**src/rtl/seq_divider_if.sv**
```systemverilog
// Start/done handshake bundle between a requester and the sequential divider.
// The requester owns start and the operands; the divider owns results and status.
interface seq_divider_if #(
    parameter int WIDTH = 32
);
    logic             start;
    logic [WIDTH-1:0] dividend;
    logic [WIDTH-1:0] divisor;
    logic [WIDTH-1:0] quotient;
    logic [WIDTH-1:0] remainder;
    logic             busy;
    logic             done;
    logic             div_zero;

    modport master (
        output start, dividend, divisor,
        input  quotient, remainder, busy, done, div_zero
    );

    modport slave (
        input  start, dividend, divisor,
        output quotient, remainder, busy, done, div_zero
    );
endinterface

```
**src/rtl/seq_divider.sv**
```systemverilog
// Signed restoring divider: one quotient bit per clock on operand magnitudes,
// with a final two's-complement sign fix. Truncating division, remainder follows the dividend.
module seq_divider #(
    parameter int WIDTH = 32,
    parameter int CNT_W = 6
) (
    input  logic         clk,
    input  logic         rst,
    seq_divider_if.slave bus
);

    typedef enum logic [1:0] {
        IDLE = 2'd0,
        BUSY = 2'd1,
        FIX  = 2'd2,
        DONE = 2'd3
    } state_t;

    state_t           state, state_next;
    logic [WIDTH-1:0] r, r_next;
    logic [WIDTH-1:0] q, q_next;
    logic [WIDTH-1:0] d, d_next;
    logic [CNT_W-1:0] cnt, cnt_next;
    logic             q_neg, q_neg_next;
    logic             r_neg, r_neg_next;

    logic [WIDTH-1:0] quotient_q, quotient_next;
    logic [WIDTH-1:0] remainder_q, remainder_next;
    logic             busy_q, busy_next;
    logic             done_q, done_next;
    logic             div_zero_q, div_zero_next;

    logic [WIDTH:0]   r_shift;
    logic [WIDTH:0]   trial;

    // Magnitude of the most negative value wraps to itself, which is the correct unsigned magnitude.
    function automatic logic [WIDTH-1:0] mag(input logic [WIDTH-1:0] x);
        return x[WIDTH-1] ? (~x + 1'b1) : x;
    endfunction

    function automatic logic [WIDTH-1:0] apply_sign(input logic [WIDTH-1:0] x, input logic neg);
        return neg ? (~x + 1'b1) : x;
    endfunction

    // r < d <= 2^(WIDTH-1) always, so the shifted remainder fits and trial[WIDTH] is its sign.
    assign r_shift = {r, q[WIDTH-1]};
    assign trial   = r_shift - {1'b0, d};

    // NOTE: every signal written here gets a default first, so no path can infer a latch.
    always_comb begin
        state_next     = state;
        r_next         = r;
        q_next         = q;
        d_next         = d;
        cnt_next       = cnt;
        q_neg_next     = q_neg;
        r_neg_next     = r_neg;
        quotient_next  = quotient_q;
        remainder_next = remainder_q;
        busy_next      = busy_q;
        done_next      = 1'b0;
        div_zero_next  = div_zero_q;

        unique case (state)
            IDLE: begin
                if (bus.start) begin
                    q_neg_next    = bus.dividend[WIDTH-1] ^ bus.divisor[WIDTH-1];
                    r_neg_next    = bus.dividend[WIDTH-1];
                    r_next        = '0;
                    q_next        = mag(bus.dividend);
                    d_next        = mag(bus.divisor);
                    cnt_next      = CNT_W'(WIDTH);
                    div_zero_next = 1'b0;
                    busy_next     = 1'b1;
                    state_next    = (bus.divisor == '0) ? DONE : BUSY;
                end
            end

            BUSY: begin
                if (!trial[WIDTH]) begin
                    r_next = trial[WIDTH-1:0];
                    q_next = {q[WIDTH-2:0], 1'b1};
                end else begin
                    r_next = r_shift[WIDTH-1:0];
                    q_next = {q[WIDTH-2:0], 1'b0};
                end
                cnt_next = cnt - 1'b1;
                if (cnt == CNT_W'(1)) begin
                    state_next = FIX;
                end
            end

            FIX: begin
                quotient_next  = apply_sign(q, q_neg);
                remainder_next = apply_sign(r, r_neg);
                done_next      = 1'b1;
                busy_next      = 1'b0;
                state_next     = IDLE;
            end

            DONE: begin
                // q still holds |dividend|; re-applying its sign restores the captured dividend.
                quotient_next  = '1;
                remainder_next = apply_sign(q, r_neg);
                div_zero_next  = 1'b1;
                done_next      = 1'b1;
                busy_next      = 1'b0;
                state_next     = IDLE;
            end

            default: state_next = IDLE;
        endcase
    end

    // NOTE: state is updated with non-blocking assignments so every register samples pre-edge values.
    always_ff @(posedge clk or posedge rst) begin
        if (rst) begin
            state       <= IDLE;
            r           <= '0;
            q           <= '0;
            d           <= '0;
            cnt         <= '0;
            q_neg       <= 1'b0;
            r_neg       <= 1'b0;
            quotient_q  <= '0;
            remainder_q <= '0;
            busy_q      <= 1'b0;
            done_q      <= 1'b0;
            div_zero_q  <= 1'b0;
        end else begin
            state       <= state_next;
            r           <= r_next;
            q           <= q_next;
            d           <= d_next;
            cnt         <= cnt_next;
            q_neg       <= q_neg_next;
            r_neg       <= r_neg_next;
            quotient_q  <= quotient_next;
            remainder_q <= remainder_next;
            busy_q      <= busy_next;
            done_q      <= done_next;
            div_zero_q  <= div_zero_next;
        end
    end

    assign bus.quotient  = quotient_q;
    assign bus.remainder = remainder_q;
    assign bus.busy      = busy_q;
    assign bus.done      = done_q;
    assign bus.div_zero  = div_zero_q;

endmodule
```
**src/flat_wrapper.sv**
```systemverilog
// flat-port wrapper written by rule: the top's interface ports become plain ports
module seq_divider_flat 
#(
    parameter int WIDTH = 32,
    parameter int CNT_W = 6
)
  (clk, rst, bus_start, bus_dividend, bus_divisor, bus_quotient, bus_remainder, bus_busy, bus_done, bus_div_zero);
  seq_divider_if #(.WIDTH(WIDTH)) bus_i ();
  input  logic clk;
  input  logic rst;
  input wire logic [$bits(bus_i.start)-1:0] bus_start;
  input wire logic [$bits(bus_i.dividend)-1:0] bus_dividend;
  input wire logic [$bits(bus_i.divisor)-1:0] bus_divisor;
  output wire logic [$bits(bus_i.quotient)-1:0] bus_quotient;
  output wire logic [$bits(bus_i.remainder)-1:0] bus_remainder;
  output wire logic [$bits(bus_i.busy)-1:0] bus_busy;
  output wire logic [$bits(bus_i.done)-1:0] bus_done;
  output wire logic [$bits(bus_i.div_zero)-1:0] bus_div_zero;
  assign bus_i.start = bus_start;
  assign bus_i.dividend = bus_dividend;
  assign bus_i.divisor = bus_divisor;
  assign bus_quotient = bus_i.quotient;
  assign bus_remainder = bus_i.remainder;
  assign bus_busy = bus_i.busy;
  assign bus_done = bus_i.done;
  assign bus_div_zero = bus_i.div_zero;
  seq_divider #(.WIDTH(WIDTH), .CNT_W(CNT_W)) u_core (.clk(clk), .rst(rst), .bus(bus_i));
endmodule
```
**config.mk**
```make
export PLATFORM = sky130hd
export DESIGN_NAME = seq_divider_flat
export DESIGN_NICKNAME = d
export VERILOG_FILES = /design/src/rtl/seq_divider_if.sv /design/src/rtl/seq_divider.sv /design/src/flat_wrapper.sv
export SDC_FILE = /design/constraint.sdc
export NUM_CORES = 1
export LEC_CHECK = 0
export ABC_AREA = 1
export CORE_MARGIN = 2
export CORE_UTILIZATION = 59
export DETAILED_ROUTE_END_ITERATION = 8
export PLACE_DENSITY_LB_ADDON = 0.12
export SLEW_MARGIN = 20
export SYNTH_ARGS = -nofsm -noshare
export SYNTH_HDL_FRONTEND = slang
export SYNTH_SLANG_ARGS = --single-unit
```
**constraint.sdc**
```tcl
create_clock -name clk -period 5.9 [get_ports clk]
set_input_delay 0.59 -clock clk [delete_from_list [all_inputs] [get_ports clk]]
set_output_delay 0.59 -clock clk [all_outputs]
set_load 0.01 [all_outputs]
```
==> run summary <==
=================================================================================
Final-layout fill cell count                                                 2069
Reg-to-reg startpoint                                                u_core.state[1]$_DFFE_PP0P_
DRT Wirelength                                                       49200 microns
Initial antenna violation count                                                 1
Number of warnings reported in the yosys synthesis log                          0
Post-layout total power                                                  10600 uW
Maximum fanout along the worst path                                            61
Post-DR wirelength/cell                                              18.4 microns
Die area                                                              25100 sq um
Total power divided by cell area                                      655 nW/um^2
Unrepaired setup endpoints after global routing                                no
Cell occurring most often along the worst timing path                sky130_fd_sc_hd__buf_4
Die Y-Extent                                                          159 microns
TritonCTS clock tree                                                          yes
Worst-path cell with the longest stage delay                         sky130_fd_sc_hd__dfrtp_2
Critical R2R Capture                                                 u_core.q[7]$_DFFE_PP0P_
Share of the synthesized area in the top cell type                          30.7%
Clock slew seen by the registers of the worst setup and hold paths        0.08 ns
First-pass GRT wire length                                           75900 microns
Total clock buffers created by CTS                                             17
Transition time at the pin with the least slew margin                     1.11 ns
Cell count after synthesis                                                   2262
Max-capacitance violation count                                                 0
Most repeated cell in the gate-level netlist after synthesis         sky130_fd_sc_hd__nand2_1
Data arrival at the endpoint of the critical path                         3.92 ns
Total clock sinks                                                             173
Register-to-Register Setup Slack                                          2.27 ns
Overflow left after global routing                                              0
Cell count of the worst reg-to-reg path                                         9
Maximum resistive drop on vdd                                            0.275 mV
Total area of multi-input combinational cells                          8280 sq um
Total of cells resized after clock tree synthesis                               0
Root Buffer                                                          sky130_fd_sc_hd__clkbuf_16
Placement Rows                                                                 56
Number of global-route vias before repair                                   14000
Worst min-delay path startpoint                                      u_core.bus.remainder[19]$_DFFE_PP0N_
Min Tclk post-route                                                       3.63 ns
Count of unique library cells instantiated by Yosys                            47
Tot GR Track Use                                                            39.6%
Part of the power in registers                                              23.2%
Die W                                                                 159 microns
Commonest cells post-synth                                           674 x sky130_fd_sc_hd__nand2_1, 297 x sky130_fd_sc_hd__inv_1, 221 x sky130_fd_sc_hd__nand3_1, 221 x sky130_fd_sc_hd__nor2_1, 173 x sky130_fd_sc_hd__dfrtp_1
DRC violation total after the first TritonRoute iteration                    1943
Combined buffer and inverter count along the critical path                      4
Last weighted congestion value of the routability-driven placer              1.05
Comb pwr share                                                              66.0%
Total of hold buffers inserted after clock tree synthesis                       0
Cell area after technology mapping                                    14100 sq um
Switching portion of total power                                            55.8%
Hold WC Path Type                                                         reg2reg
Ratio of final minimum period to clock period                               61.6%
CP top delay family                                                  buffers and inverters
IO Port Bufs                                                                  133
CTS Buffer Depth                                                                2
Top cells by area, synth                                             sky130_fd_sc_hd__dfrtp_1 31%, sky130_fd_sc_hd__nand2_1 18%, sky130_fd_sc_hd__inv_1 7.9%
Worst clock skew on the final layout                                    0.0137 ns
Maximum number of pins on one net before global-route repair                   66
Top-Level Pins                                                                134
Relative area change from synthesis to final layout                         14.8%
Number of flops mapped to enable cells by yosys                                 0
Effective utilization at floorplan                                          60.1%
TritonRoute pass-1 iters                                                        6
Reported net switching power                                              5920 uW
Via density                                                                  5.90
Worst Path Required                                                       6.19 ns
Leakage dissipation                                                    0.00810 uW
Postcts setup bufs                                                              0
Post-synth net total                                                         2368
Fmax                                                                    0.275 GHz
Cell type with the highest aggregate area in the netlist             sky130_fd_sc_hd__dfrtp_1
Critical-path cell list                                              nor2_1, nand2_2, buf_4, inv_2, nor2_4, buf_4, inv_1, o221ai_1, o21ai_0
Avg Synthesized Cell Area                                              6.23 sq um
WHS Path Cells                                                                  2
Sequential fraction of the synthesis area                                   30.7%
Post-synthesis sequential element count                                       173
Routed Antenna Nets                                                             0
Max-slew violation count                                                        0
Layout cells sized above 1                                                  4.28%
Crit end category                                                       flip-flop
Longest individual stage delay on the worst path                          0.89 ns
Final setup violation count                                                     0
Clock network latency to the later pin of the worst-skew pair             0.44 ns
WS Path Type                                                              reg2reg
DRC violation count after routing                                               0
Power share of the clock group                                              10.8%
Footprint of the flip-flops and latches                                4330 sq um
Slew margin rel.                                                            25.7%
Int Power                                                                 4680 uW
Worst hold path endpoint                                             u_core.bus.remainder[19]$_DFFE_PP0N_
Placeable core region                                                 23500 sq um
Fraction of registers with async set or reset after synthesis                100%
Startpoint type of the worst setup path                                 flip-flop
Via count                                                                   15800
HPWL reported at the end of detailed placement                       38000 microns
Final sum of negative setup slack                                            0 ns
Total count of hold-check failures in the final report                          0
H-tree levels                                                                   4
Outcome                                                                 completed
Primary FF master, synth                                             sky130_fd_sc_hd__dfrtp_1
Final-stage net count                                                        2452
=================================================================================
final cells by class:
class	instances	share of cell area, %
Antenna cell	1	0.0155
Tap cell	319	2.47
Timing Repair Buffer	145	8.78
Clock buffer	18	2.71
Multi-Input combinational cell	1700	51.2
Inverter	309	7.20
Sequential cell	173	26.8
Clock inverter	14	0.905
per-layer routing:
metal  part of all wire [%]  GRT usage (%)
met1                     42           57.8
met2                     42           58.3
met3                     13           9.47
met4                    2.5           11.3
met5                      0              0
kinds of logic after synthesis:
logic type               share of synthesized area [%]
flip-flops                                        30.7
XOR/XNOR                                          3.17
buffers and inverters                             10.7
adder cells (fa/ha/maj)                           3.52
AND/OR/NAND/NOR                                   37.2
AO/OA/AOI/OAI                                     14.8
registers in the layout, indices dropped and copies added, names as in the netlist:
signal and cells:
u_core.r 32, u_core.d 32, u_core.bus.busy 1, u_core.q_neg 1, u_core.bus.remainder 32, u_core.cnt 6
u_core.state 2, u_core.bus.done 1, u_core.bus.quotient 32, u_core.r_neg 1, u_core.bus.div_zero 1, u_core.q 32
power groups by stage:
stage / sequential [uW] / combinational, uW / clock [uW]
floorplan: 2230 / 4750 / 0
global placement: 2410 / 6610 / 0
detailed placement: 2420 / 6750 / 0
CTS: 2410 / 6820 / 1140
global route: 2490 / 7730 / 1190
finish: 2460 / 6990 / 1140
worst reg2reg max path, stage by stage (launching register included):
cell	delay, ns
sky130_fd_sc_hd__dfrtp_2	0.89
sky130_fd_sc_hd__nor2_1	0.21
sky130_fd_sc_hd__nand2_2	0.11
sky130_fd_sc_hd__buf_4	0.44
sky130_fd_sc_hd__inv_2	0.46
sky130_fd_sc_hd__nor2_4	0.17
sky130_fd_sc_hd__buf_4	0.46
sky130_fd_sc_hd__inv_1	0.43
sky130_fd_sc_hd__o221ai_1	0.17
sky130_fd_sc_hd__o21ai_0	0.14
through the flow:
| step | setup WS (ns) | cell area (sq um) | cells | hold slack, ns | utilization (%) |
|---|---|---|---|---|---|
| after floorplan | 0.622 | 14100 | 2262 | 0.447 | - |
| after global placement | 2.46 | 15600 | 2646 | 0.464 | 66.4 |
| final | 2.27 | 16200 | 2679 | 0.483 | 68.9 |
| after detailed placement | 2.38 | 15600 | 2646 | 0.465 | 66.4 |
| after global routing | 2.00 | 16200 | 2678 | 0.502 | 68.9 |
| after CTS | 2.34 | 16200 | 2678 | 0.485 | 68.9 |
worst max-delay path by stage:
stage	from	to	slack [ns]	depth (start not counted)
3_5_place_dp	u_core.state[1]$_DFFE_PP0P_	u_core.q[7]$_DFFE_PP0P_	2.38	9
5_1_grt	u_core.state[1]$_DFFE_PP0P_	u_core.q[11]$_DFFE_PP0P_	2.00	9
6_report	u_core.state[1]$_DFFE_PP0P_	u_core.q[7]$_DFFE_PP0P_	2.27	9
4_1_cts	u_core.state[1]$_DFFE_PP0P_	u_core.q[7]$_DFFE_PP0P_	2.34	9
3_3_place_gp	bus_start	u_core.q[11]$_DFFE_PP0P_	2.46	9
2_1_floorplan	rst	u_core.bus.busy$_DFFE_PP0P_	0.62	1
layout by cell type (no fill, tap or decap), drive strengths merged, types with 3 or more instances in the layout:
cell,Yosys,routed
a21oi,159,159
o211ai,13,13
nand3b,18,18
clkdlybuf4s50,0,133
o31ai,7,7
dfrtp,173,173
o22a,5,5
a22oi,6,6
o221ai,6,6
a211oi,4,4
o21ai,149,149
nand4,31,31
clkbuf,54,18
inv,308,314
o21bai,6,6
or2,5,5
xnor2,9,9
a31oi,9,9
nor3,24,24
xor2,42,42
nand2,698,698
ha,38,38
buf,26,12
nor2,227,227
nand3,224,224
o22ai,8,8
clkinv,1,9
and2,3,3
Note: power is estimated with default switching activity, not from simulation.
